## src/rtl/vram_arbiter.sv

```systemverilog
// Arbitrates the single-port video/work RAM between the raster fetcher (priority)
// and the CPU bus, with a one-entry video read latch and a CPU starvation guard.
module vram_arbiter #(
    parameter int RAM_SIZE       = 8192,
    parameter int RAM_ADDR_WIDTH = $clog2(RAM_SIZE),
    parameter int XLEN           = 8,
    parameter int STARVE_LIMIT   = 64
) (
    input  logic                      clk,
    input  logic                      rst_n,
    input  logic                      vid_req,
    input  logic [RAM_ADDR_WIDTH-1:0] vid_addr,
    output logic [XLEN-1:0]           vid_data,
    output logic                      vid_valid,
    output logic                      vid_drop,
    input  logic                      cpu_req,
    input  logic                      cpu_we,
    input  logic [RAM_ADDR_WIDTH-1:0] cpu_addr,
    input  logic [XLEN-1:0]           cpu_wdata,
    output logic [XLEN-1:0]           cpu_rdata,
    output logic                      cpu_ack,
    output logic [RAM_ADDR_WIDTH-1:0] ram_addr,
    output logic                      ram_we,
    output logic [XLEN-1:0]           ram_wdata,
    input  logic [XLEN-1:0]           ram_rdata
);

    localparam int              WAIT_W   = (STARVE_LIMIT > 0) ? $clog2(STARVE_LIMIT + 1) : 1;
    localparam logic [WAIT_W-1:0] WAIT_MAX = WAIT_W'(STARVE_LIMIT);
    localparam bit              FORCE_EN = (STARVE_LIMIT != 0);

    typedef enum logic [1:0] {C_IDLE, C_RD, C_DONE} cpu_state_t;
    typedef enum logic [1:0] {OWN_NONE, OWN_VID, OWN_CPU} owner_t;

    cpu_state_t                state;
    logic [WAIT_W-1:0]         wait_cnt;

    logic                      lat_valid;
    logic [RAM_ADDR_WIDTH-1:0] lat_tag;
    logic [XLEN-1:0]           lat_data;

    // Owner pipeline: own_now is who drives the port this cycle, own_rd tags
    // the ram_rdata returning in the following cycle.
    owner_t                    own_now;
    owner_t                    own_rd;

    logic                      s1_hit;
    logic                      s1_drop;
    logic [RAM_ADDR_WIDTH-1:0] s1_addr;
    logic [XLEN-1:0]           s1_data;

    logic wr_conflict;
    logic vid_hit;
    logic vid_miss;
    logic cpu_idle_req;
    logic forced;
    logic grant_vid;
    logic grant_cpu;
    logic cpu_wr;

    // A same-cycle CPU write to the fetched address must not be bypassed by
    // stale latch data, so it degrades the hit to a RAM read.
    assign wr_conflict  = cpu_req & cpu_we & (cpu_addr == vid_addr);
    assign vid_hit      = vid_req & lat_valid & (vid_addr == lat_tag) & ~wr_conflict;
    assign vid_miss     = vid_req & ~vid_hit;
    assign cpu_idle_req = (state == C_IDLE) & cpu_req;
    assign forced       = FORCE_EN & cpu_idle_req & (wait_cnt == WAIT_MAX);
    assign grant_vid    = vid_miss & ~forced;
    assign grant_cpu    = forced | (cpu_idle_req & ~vid_miss);
    assign cpu_wr       = grant_cpu & cpu_we;

    assign ram_addr  = grant_cpu ? cpu_addr : vid_addr;
    assign ram_we    = cpu_wr;
    assign ram_wdata = cpu_wdata;

    always_comb begin
        own_now = OWN_NONE;
        if (grant_cpu) begin
            if (!cpu_we) own_now = OWN_CPU;
        end else if (grant_vid) begin
            own_now = OWN_VID;
        end
    end

    always_ff @(posedge clk) begin
        if (!rst_n) begin
            own_rd <= OWN_NONE;
        end else begin
            own_rd <= own_now;
        end
    end

    // Video return path: hits and misses both emerge two cycles after request.
    always_ff @(posedge clk) begin
        if (!rst_n) begin
            s1_hit    <= 1'b0;
            s1_drop   <= 1'b0;
            s1_addr   <= '0;
            s1_data   <= '0;
            vid_valid <= 1'b0;
            vid_drop  <= 1'b0;
            vid_data  <= '0;
        end else begin
            s1_hit  <= vid_hit;
            s1_drop <= vid_miss & forced;
            if (grant_vid) s1_addr <= vid_addr;
            if (vid_hit)   s1_data <= lat_data;

            vid_valid <= s1_hit | (own_rd == OWN_VID);
            vid_drop  <= s1_drop;
            if (own_rd == OWN_VID)
                vid_data <= ram_rdata;
            else if (s1_hit)
                vid_data <= s1_data;
        end
    end

    // Latch fill races a CPU write granted in the fill cycle; the write wins.
    always_ff @(posedge clk) begin
        if (!rst_n) begin
            lat_valid <= 1'b0;
            lat_tag   <= '0;
            lat_data  <= '0;
        end else if (own_rd == OWN_VID) begin
            lat_tag   <= s1_addr;
            lat_data  <= ram_rdata;
            lat_valid <= ~(cpu_wr & (cpu_addr == s1_addr));
        end else if (cpu_wr & (cpu_addr == lat_tag)) begin
            lat_valid <= 1'b0;
        end
    end

    always_ff @(posedge clk) begin
        if (!rst_n) begin
            state     <= C_IDLE;
            cpu_ack   <= 1'b0;
            cpu_rdata <= '0;
            wait_cnt  <= '0;
        end else begin
            cpu_ack <= 1'b0;
            case (state)
                C_IDLE: begin
                    if (grant_cpu) begin
                        if (cpu_we) begin
                            state   <= C_DONE;
                            cpu_ack <= 1'b1;
                        end else begin
                            state <= C_RD;
                        end
                    end
                end
                C_RD: begin
                    if (own_rd == OWN_CPU) cpu_rdata <= ram_rdata;
                    state   <= C_DONE;
                    cpu_ack <= 1'b1;
                end
                C_DONE:  state <= C_IDLE;
                default: state <= C_IDLE;
            endcase

            if (!cpu_req || grant_cpu)
                wait_cnt <= '0;
            else if (state == C_IDLE && wait_cnt != WAIT_MAX)
                wait_cnt <= wait_cnt + WAIT_W'(1);
        end
    end

endmodule

```

## config.mk

```make
export PLATFORM = sky130hd
export DESIGN_NAME = vram_arbiter
export DESIGN_NICKNAME = d
export VERILOG_FILES = /design/src/rtl/vram_arbiter.sv
export SDC_FILE = /design/constraint.sdc
export NUM_CORES = 1
export LEC_CHECK = 0
export ABC_AREA = 1
export CAP_MARGIN = 10
export CORE_MARGIN = 5
export CORE_UTILIZATION = 40
export CTS_BUF_LIST = sky130_fd_sc_hd__clkbuf_8
export DETAILED_ROUTE_END_ITERATION = 10
export HOLD_SLACK_MARGIN = 0.08
export PLACE_DENSITY = 0.68
export SYNTH_ARGS = -nofsm -noshare
export SYNTH_HDL_FRONTEND = slang
export SYNTH_SLANG_ARGS = --single-unit
```

## constraint.sdc

```tcl
create_clock -name clk -period 1.7 [get_ports clk]
set_input_delay 0.17 -clock clk [delete_from_list [all_inputs] [get_ports clk]]
set_output_delay 0.17 -clock clk [all_outputs]
set_load 0.01 [all_outputs]
```

==> results of run 1 <==
power groups by stage:
stage / Combinational [mW] / Sequential, mW / Clock, mW
global route: 1.22 / 1.88 / 1.62
detailed placement: 0.971 / 1.91 / 0
finish: 1.14 / 1.87 / 1.53
global placement: 0.965 / 1.91 / 0
CTS: 1.03 / 1.87 / 1.55
floorplan: 0.433 / 1.91 / 0
placed cells by master, fill, tap and decap left out, types with 3 or more instances in the layout:
cell type,instances
buf_2,9
nand2_1,117
clkdlybuf4s50_1,28
o21ai_0,36
xor2_1,12
nor3_2,3
dfxtp_2,10
buf_6,18
o22ai_1,15
nand3_4,3
inv_1,35
a21oi_1,44
nor2_4,5
xnor2_1,4
nor2_2,8
nor3_1,8
nand3_1,23
buf_4,136
dfxtp_1,63
nand4_1,11
clkbuf_8,9
clkinvlp_4,3
a31oi_1,8
a21oi_2,5
inv_2,28
nand2_4,7
clkbuf_2,6
nor2_1,48
clkinv_2,3
o21ai_4,5
nand2_2,20
o21ai_2,9
dlygate4sd2_1,18
buf_12,5
sequential cells by signal, summed over array words and instances, names as in the netlist:
signal and cells:
cpu_ack 1, cpu_rdata 8, lat_data 8, lat_tag 13, lat_valid 1, own_rd 2
s1_addr 13, s1_data 8, s1_drop 1, s1_hit 1, state 2, vid_data 8
vid_drop 1, vid_valid 1, wait_cnt 7
path summary, 6_finish.rpt:
kind | startpoint | to | slack, ps
worst min-delay path | vid_addr[1] | s1_addr[1]$_SDFFE_PN0P_ | 160
worst max register to register | lat_tag[6]$_SDFFE_PN0P_ | cpu_ack$_SDFF_PN0_ | -320
worst min register to register | s1_drop$_SDFF_PN0_ | vid_drop$_SDFF_PN0_ | 410
worst max-delay path | lat_tag[6]$_SDFFE_PN0P_ | ram_addr[7] | -610
synth_stat cells (4+ instances only):
library cell / number / area share
nand2_2: 7 / 0.011
nand4_1: 11 / 0.018
clkbuf_1: 9 / 0.0086
inv_2: 16 / 0.015
xnor2_1: 4 / 0.0089
nor2_1: 59 / 0.056
a31oi_1: 8 / 0.013
nand2_1: 134 / 0.13
inv_1: 48 / 0.046
nand3_1: 24 / 0.031
buf_4: 9 / 0.017
xor2_1: 12 / 0.027
a21oi_1: 49 / 0.062
o22ai_1: 15 / 0.024
dfxtp_1: 75 / 0.38
o21ai_0: 39 / 0.050
nor3_1: 11 / 0.014
o21ai_2: 10 / 0.022
cell families (layout without fill, tap and decap cells):
kind of cell               after synthesis  in the layout  share of synthesized area
buffers and inverters                   91            308                      0.102
xor gates and xnor gates                16             16                     0.0356
AOI/OAI and AO/OA                      126            126                      0.180
DFF                                     75             75                      0.382
and+or+nand+nor                        260            262                      0.294
adders and majority gates                2              2                    0.00636
per-stage QoR:
stage               area (µm²)  hold slack [ps]  TNS, ps  power [mW]
finish                    6380              155   -11100        4.54
global route              6380              171   -13990        4.72
CTS                       6120              258    -9630        4.46
detailed placement        5660              340   -37660        2.88
global placement          5660              340   -35760        2.88
floorplan                 3990              249    -41.3        2.34
layout make-up:
| class | count | area share |
|---|---|---|
| Tap cell | 133 | 0.0261 |
| Timing Repair Buffer | 226 | 0.301 |
| Inverter | 65 | 0.0396 |
| Sequential cell | 75 | 0.238 |
| Clock buffer | 9 | 0.0194 |
| Clock inverter | 7 | 0.0143 |
| Timing Repair inverter | 1 | 0.00118 |
| Multi-Input combinational cell | 406 | 0.360 |
worst max-delay path: cells and delay by family, from the launching register on:
| kind | cells | cell delay [ps] |
|---|---|---|
| DFF | 1 | 330 |
| and+or+nand+nor | 9 | 800 |
| buffers and inverters | 4 | 510 |
| AOI/OAI and AO/OA | 1 | 130 |
timing repair:
item	CTS	global route
pin swaps	22	22
gates cloned	2	2
gates resized for setup	133	65
endpoints found under the setup margin	41	60
buffers inserted	18	13
metal layers:
metal	routed length [µm]	track usage
met1	6850	0.350
met2	7360	0.411
met3	1100	0.0562
met4	203	0.0676
met5	0	0
==> metrics.csv, run 1 <==
metric,value,unit
Pins Over Slew Limit,0,
part of the power in registers,0.413,
Logic pwr share,0.251,
routed length per instance,16.8,µm
CTS Sinks,75,
fin nets,833,
drt pass-1 iters,5,
fin util,0.659,
CTS tree,built,
Post-synth ARST share,0,
initial antenna violation count,0,
gr usage total,0.257,
unrepaired setup endpoints after global routing,yes,
CP max stage cell,dfxtp_1,
vias in the first global route,4515,
pre-CTS WS,-1190,ps
global route overflow,0,
antenna cells,0,
Via Count,4740,
WS Path Type,register to output port,
Pleak,2.92,nW
Worst setup EP type,output port,
I/O pin total,88,
outcome,"complete, but fails checks",
total CTS buffers,9,
# setup viols final,39,
"Hold Violations, Final",0,
Ys Warns,0,
cell count after synthesis,570,
vias per inst,5.14,
routed wire length,15.5,mm
dpl hpwl,11.2,mm
fillers,851,
# Max-Cap Violations,0,
# placed instances,872,
CTS H-tree depth,3,
clock root buffer,clkbuf_8,
Port Buffer Count,71,
die width,109,µm
"CTS clk-pin slew, worst paths",80,ps
non-filler instance count after layout,922,
"Distinct cells, synth",35,
syn_area_per_cell,6.90,µm²
Peak Freq,434,MHz
Max Root-Sink Buffers,2,
Core Footprint,9680,µm²
clk_skew,8.74,ps
number of DRC markers in iteration 0,334,
max incr delay on CP,330,ps
Starting Density,0.406,
"flops & latches, synth",75,
Routability Congestion,0.961,
IR Drop Worst-Case VDD,0.534,mV
cell row count,36,
Worst R2R Path Depth,17,
CP startpoint kind,register,
Switching Power,1.35,mW
worst skew pair latency,350,ps
fin crit period,2310,ps
Switching Share,0.297,
cts hold-fix bufs,0,
"most used cell, CP",nand2_1,
FF/Latch Area,1520,µm²
failing checks,setup timing,
number of enable flip-flop cells after synthesis,0,
Syn Nets,619,
WHS Path Cells,3,
period utilization,1.36,
clock network fraction of total power,0.336,
cell internal pwr,3.19,mW
die area,11900,µm²
HP Class,input pin to register,
relative slew slack,0.635,
"Seq/Total Area, Yosys",0.382,
CP Max Fanout,5,
area grow syn2layout,62.3,%
Main synth FF type,dfxtp_1,
Slew @ Worst Pin,546,ps
share of post-route cells with drive strength above 1,0.388,
first-pass GRT wire length,23.5,mm
critical-path cell list,inv_1 > nand2_1 > nand2_1 > nand2_1 > nor2_2 > nand2_4 > nor2_8 > nand2_4 > nand3_4 > nand2_8 > buf_12 > buf_8 > o21ai_2 > buf_2,
required time worst endpoint,1530,ps
post-synth design cell area,3930,µm²
Die H,109,µm
Detail Route Antenna Nets,0,
Crit path arrival time,2140,ps
Setup WS post-layout,-607,ps
P per Cell Area,712,nW/µm²
Multi-input gate area,2300,µm²
largest net degree at the start of global routing,34,
# DRC,0,
Power figures use the tool's default switching activity.
==> inputs of run 2 (changes only) <==
==> constraint.sdc (replaced) <==
create_clock -name clk -period 2 [get_ports clk]
set_input_delay 0.2 -clock clk [delete_from_list [all_inputs] [get_ports clk]]
set_output_delay 0.2 -clock clk [all_outputs]
set_load 0.01 [all_outputs]
==> run 2 against run 1 <==
  * The flow still finishes with violations (setup timing)
  * Core utilization down 3.3 points
  * Critical path depth is 2 lower
  * Worst hold slack better by 41 ps
  * Via count fell by 3.3%
  * Sequential power shrank 15%
  * Combinational power down 24%
  * Register-to-register slack better by 410 ps
  * First-iteration DRC count shrank 23%
  * Largest cell class unchanged
==> metrics.csv, run 2 (synthesis results as in run 1) <==
metric,value,unit
outcome,"complete, but fails checks",
failing checks,setup timing,
CTS Sinks,75,
CP startpoint kind,register,
IR Drop Worst-Case VDD,0.499,mV
pre-CTS WS,-969,ps
fin crit period,2300,ps
Worst R2R Path Depth,13,
Max Root-Sink Buffers,2,
clock root buffer,clkbuf_8,
first-pass GRT wire length,22.6,mm
routed length per instance,15.8,µm
"CTS clk-pin slew, worst paths",90,ps
Switching Power,1.10,mW
Switching Share,0.299,
dpl hpwl,10.9,mm
"commonest non-fill, non-tap cell in the layout",buf_4,
CTS H-tree depth,3,
# DRC,0,
total negative slack,-3440,ps
required time worst endpoint,1800,ps
# Max-Cap Violations,0,
area grow syn2layout,54.1,%
worst r2r src,lat_tag[11]$_SDFFE_PN0P_,
Starting Density,0.406,
cell row count,36,
CP Max Fanout,6,
most frequent cells in the layout,"118 x buf_4, 112 x nand2_1, 63 x dfxtp_1",
die area,11900,µm²
Pins Over Slew Limit,0,
Setup WS post-layout,-304,ps
crit path launch,lat_tag[11]$_SDFFE_PN0P_,
vias in the first global route,4491,
share of post-route cells with drive strength above 1,0.346,
"Hold Violations, Final",0,
unrepaired setup endpoints after global routing,yes,
routed wire length,14.2,mm
clk_skew,15.1,ps
Detail Route Antenna Nets,0,
# placed instances,866,
cell internal pwr,2.58,mW
hold_ws,196,ps
cts hold-fix bufs,0,
largest net degree at the start of global routing,33,
worst reg-to-reg setup slack,90,ps
Pleak,2.79,nW
antenna cells,0,
period utilization,1.15,
initial antenna violation count,0,
total power,3.69,mW
Logic pwr share,0.235,
Crit Reg-Reg Endpoint,wait_cnt[2]$_SDFFE_PP0P_,
Crit path arrival time,2100,ps
Core Footprint,9680,µm²
die width,109,µm
WS Path Type,register to output port,
dpl cell area,5560,µm²
global route overflow,0,
worst skew pair latency,350,ps
gr usage total,0.247,
total CTS buffers,9,
Final Cell Area,6060,µm²
fin nets,809,
Port Buffer Count,71,
relative slew slack,0.358,
Top Registers,"lat_tag (13), s1_addr (13)",
Die H,109,µm
Worst setup EP type,output port,
HP Class,input pin to register,
vias per inst,5.11,
clock network fraction of total power,0.333,
Critical Path End,ram_addr[7],
Slew @ Worst Pin,961,ps
P per Cell Area,608,nW/µm²
CTS tree,built,
number of DRC markers in iteration 0,257,
Peak Freq,434,MHz
non-filler instance count after layout,898,
Via Count,4585,
drt pass-1 iters,5,
# setup viols final,14,
fin util,0.626,
I/O pin total,88,
Routability Congestion,0.991,
part of the power in registers,0.432,
## run 2: changes by cell type in the layout (fill, tap and decap cells not counted), moves of 4 or more
| cell | previous run | this run |
|---|---|---|
| buf_2 | 9 | 13 |
| nor2_4 | 5 | 0 |
| nand2_1 | 117 | 112 |
| nand2_2 | 20 | 25 |
| dlymetal6s2s_1 | 2 | 6 |
| inv_1 | 35 | 40 |
| nor2_1 | 48 | 53 |
| buf_4 | 136 | 118 |
| o21ai_4 | 5 | 0 |
| inv_2 | 28 | 22 |
| buf_6 | 18 | 11 |
## run 2: worst min path at each step
stage / from / to / cells after the start
after floorplan: cpu_we / own_rd[1]$_SDFF_PN0_ / 1
after global placement: cpu_wdata[1] / ram_wdata[1] / 0
after detailed placement: cpu_wdata[1] / ram_wdata[1] / 0
after CTS: vid_addr[3] / s1_addr[3]$_SDFFE_PN0P_ / 3
after global routing: cpu_we / own_rd[1]$_SDFF_PN0_ / 3
final: cpu_we / own_rd[1]$_SDFF_PN0_ / 3
## run 2: layout make-up
cell class / instances / area [µm²]
Multi-Input combinational cell: 406 / 2200
Timing Repair Buffer: 203 / 1700
Tap cell: 133 / 166
Sequential cell: 75 / 1520
Clock inverter: 6 / 71.3
Clock buffer: 10 / 138
Inverter: 65 / 263
Fill cell: 868 / 3620
## run 2: per-layer routing
| layer | track usage | part of all wire | up-vias |
|---|---|---|---|
| li1 | - | - | 2261 |
| met1 | 0.332 | 0.44 | 2153 |
| met2 | 0.405 | 0.47 | 144 |
| met3 | 0.0438 | 0.059 | 27 |
| met4 | 0.0730 | 0.025 | 0 |
| met5 | 0 | 0 | - |
## run 2: what timing repair did
item                       CTS  global route
gates resized for setup    117            58
setup buffers               15             4
pin swaps                   14            19
gates cloned                 2             0
setup endpoints to repair   24            37
## run 2: critical path, cell delays in order (launching register included)
cell	delay (ps)
dfxtp_4	390
inv_4	50
nand2_4	80
o21ai_2	60
nor2_2	110
nand3_2	140
nor2_8	150
nand2_4	60
nand3_4	190
nand2_8	130
buf_6	150
o21ai_2	110
buf_2	150
## run 2: power by group through the flow
stage | logic, mW | clock network (mW) | registers, mW
after global placement | 0.791 | 0 | 1.62
final | 0.865 | 1.23 | 1.59
after global routing | 0.936 | 1.31 | 1.60
after floorplan | 0.353 | 0 | 1.62
after CTS | 0.830 | 1.25 | 1.59
after detailed placement | 0.796 | 0 | 1.62
==> inputs of run 3 (changes only) <==
--- a/config.mk
+++ b/config.mk
@@ -7,6 +7,7 @@
 export LEC_CHECK = 0
 export ABC_AREA = 1
 export CAP_MARGIN = 10
+export CORE_ASPECT_RATIO = 0.5
 export CORE_MARGIN = 5
 export CORE_UTILIZATION = 40
 export CTS_BUF_LIST = sky130_fd_sc_hd__clkbuf_8
==> run 3 against run 2 <==
  * The run still ends with setup timing left
  * Critical path depth increased by 3
  * Worst setup slack improved by 120 ps
  * Fmax is 5.4% higher
  * Cell area hardly changed
  * First-iteration DRC count rose by 46%
  * Via count is 1.1% lower
  * Routed wire length decreased by 2.7%
  * Cell count up 1.0%
  * Critical endpoint is now ram_addr[8]
  * Largest power group unchanged
==> metrics.csv, run 3 (synthesis results as in run 1) <==
metric,value,unit
outcome,"complete, but fails checks",
P per Cell Area,607,nW/µm²
CP startpoint kind,input pin,
failing checks,setup timing,
drt pass-1 iters,5,
Detail Route Antenna Nets,0,
number of DRC markers in iteration 0,375,
critical-path cell list,dlygate4sd2_1 > buf_6 > nand2_1 > nand2_1 > nor2_1 > nand2_1 > nor2_2 > nand2_4 > nand2_4 > nand3_4 > nand2_8 > buf_8 > nand2_2 > o21ai_2 > buf_2,
Via Count,4535,
cts hold-fix bufs,0,
met2 usage,0.388,
non-filler instance count after layout,907,
"Hold Violations, Final",0,
unrepaired setup endpoints after global routing,yes,
vias in the first global route,4513,
Port Buffer Count,71,
vias per inst,5.00,
worst skew pair latency,380,ps
first-pass GRT wire length,22.3,mm
global route overflow,0,
"commonest non-fill, non-tap cell in the layout",buf_4,
share of post-route cells with drive strength above 1,0.342,
initial antenna violation count,0,
total power,3.68,mW
required time worst endpoint,1800,ps
Routability Congestion,1.00,
HP Class,input pin to register,
# placed instances,876,
period utilization,1.09,
Slew @ Worst Pin,1000,ps
fin util,0.637,
relative slew slack,0.332,
I/O pin total,88,
IR Drop Worst-Case VDD,0.339,mV
# Max-Cap Violations,0,
Peak Freq,457,MHz
met1 usage in global routing,0.312,
routed length per instance,15.2,µm
largest net degree at the start of global routing,33,
total negative slack,-2450,ps
most frequent cells in the layout,"134 x buf_4, 117 x nand2_1, 64 x dfxtp_1",
Worst setup EP type,output port,
Crit path arrival time,1990,ps
total CTS buffers,9,
Starting Density,0.414,
fin crit period,2190,ps
GRT Max-Usage Layer,met2,
WS Path Type,input pin to output port,
# setup viols final,14,
CTS Sinks,75,
max incr delay on CP,260,ps
cell row count,25,
# DRC,0,
gr usage total,0.237,
CP Max Fanout,7,
Setup WS post-layout,-187,ps
Core Footprint,9510,µm²
"CTS clk-pin slew, worst paths",90,ps
CTS tree,built,
CTS H-tree depth,3,
routed wire length,13.8,mm
die width,150,µm
area grow syn2layout,54.1,%
Max Root-Sink Buffers,2,
routing usage on met3,0.0626,
"most used cell, CP",nand2_1,
CP bufs+invs,4,
die area,12000,µm²
Top Registers,"lat_tag (13), s1_addr (13)",
dpl hpwl,10.3,mm
fin nets,816,
clock root buffer,clkbuf_8,
"CP delay by family, top",simple AND/OR/NAND/NOR gates,
pre-CTS WS,-766,ps
Pleak,2.82,nW
Pins Over Slew Limit,0,
clk_skew,12.7,ps
CP max stage cell,dlygate4sd2_1,
Die H,80.1,µm
antenna cells,0,
run 3: worst paths after layout:
kind,endpoint,slack (ps),start,cells after the start
worst min-delay path,state[0]$_SDFFE_PN0P_,200,cpu_we,3
worst max-delay path,ram_addr[8],-190,vid_addr[5],15
worst min register to register,vid_drop$_SDFF_PN0_,430,s1_drop$_SDFF_PN0_,2
worst max register to register,cpu_ack$_SDFF_PN0_,170,lat_tag[7]$_SDFFE_PN0P_,15
run 3: timing repair:
| item | 4_1_cts | 5_1_grt |
|---|---|---|
| gates cloned | 2 | 0 |
| setup buffers | 18 | 5 |
| pin swaps | 16 | 25 |
| setup endpoints to repair | 16 | 27 |
| resized for setup | 107 | 52 |
run 3: worst min-delay path: cells and delay by family:
family	cells	cell delay [ps]
buffers and inverters	2	280
and+or+nand+nor	1	50
run 3: area by class of cell:
cell class                      instances  area, µm²
Fill cell                             887       3450
Clock buffer                            9        124
Inverter                               65        244
Sequential cell                        75       1520
Multi-Input combinational cell        404       2180
Clock inverter                          7       78.8
Timing Repair Buffer                  212       1750
Tap cell                              135        169
run 3: through the flow:
step	area, µm²	hold WS [ps]
3_3_place_gp	5640	400
4_1_cts	6030	301
2_1_floorplan	3930	279
3_5_place_dp	5640	400
6_report	6060	202
5_1_grt	6060	218
run 3: power breakdown:
| part | switching [mW] | leakage, nW | internal (mW) |
|---|---|---|---|
| Combinational | 0.450 | 2.10 | 0.418 |
| Clock | 0.719 | 0.104 | 0.502 |
| Sequential | 0.0410 | 0.617 | 1.55 |
run 3: metal layers:
metal / wire length (µm) / vias to the layer above / share of wire
met2: 6120 / 174 / 0.44
met1: 6430 / 2076 / 0.47
met5: 0 / - / 0
met4: 191 / 0 / 0.014
met3: 1030 / 27 / 0.075
li1: - / 2258 / -
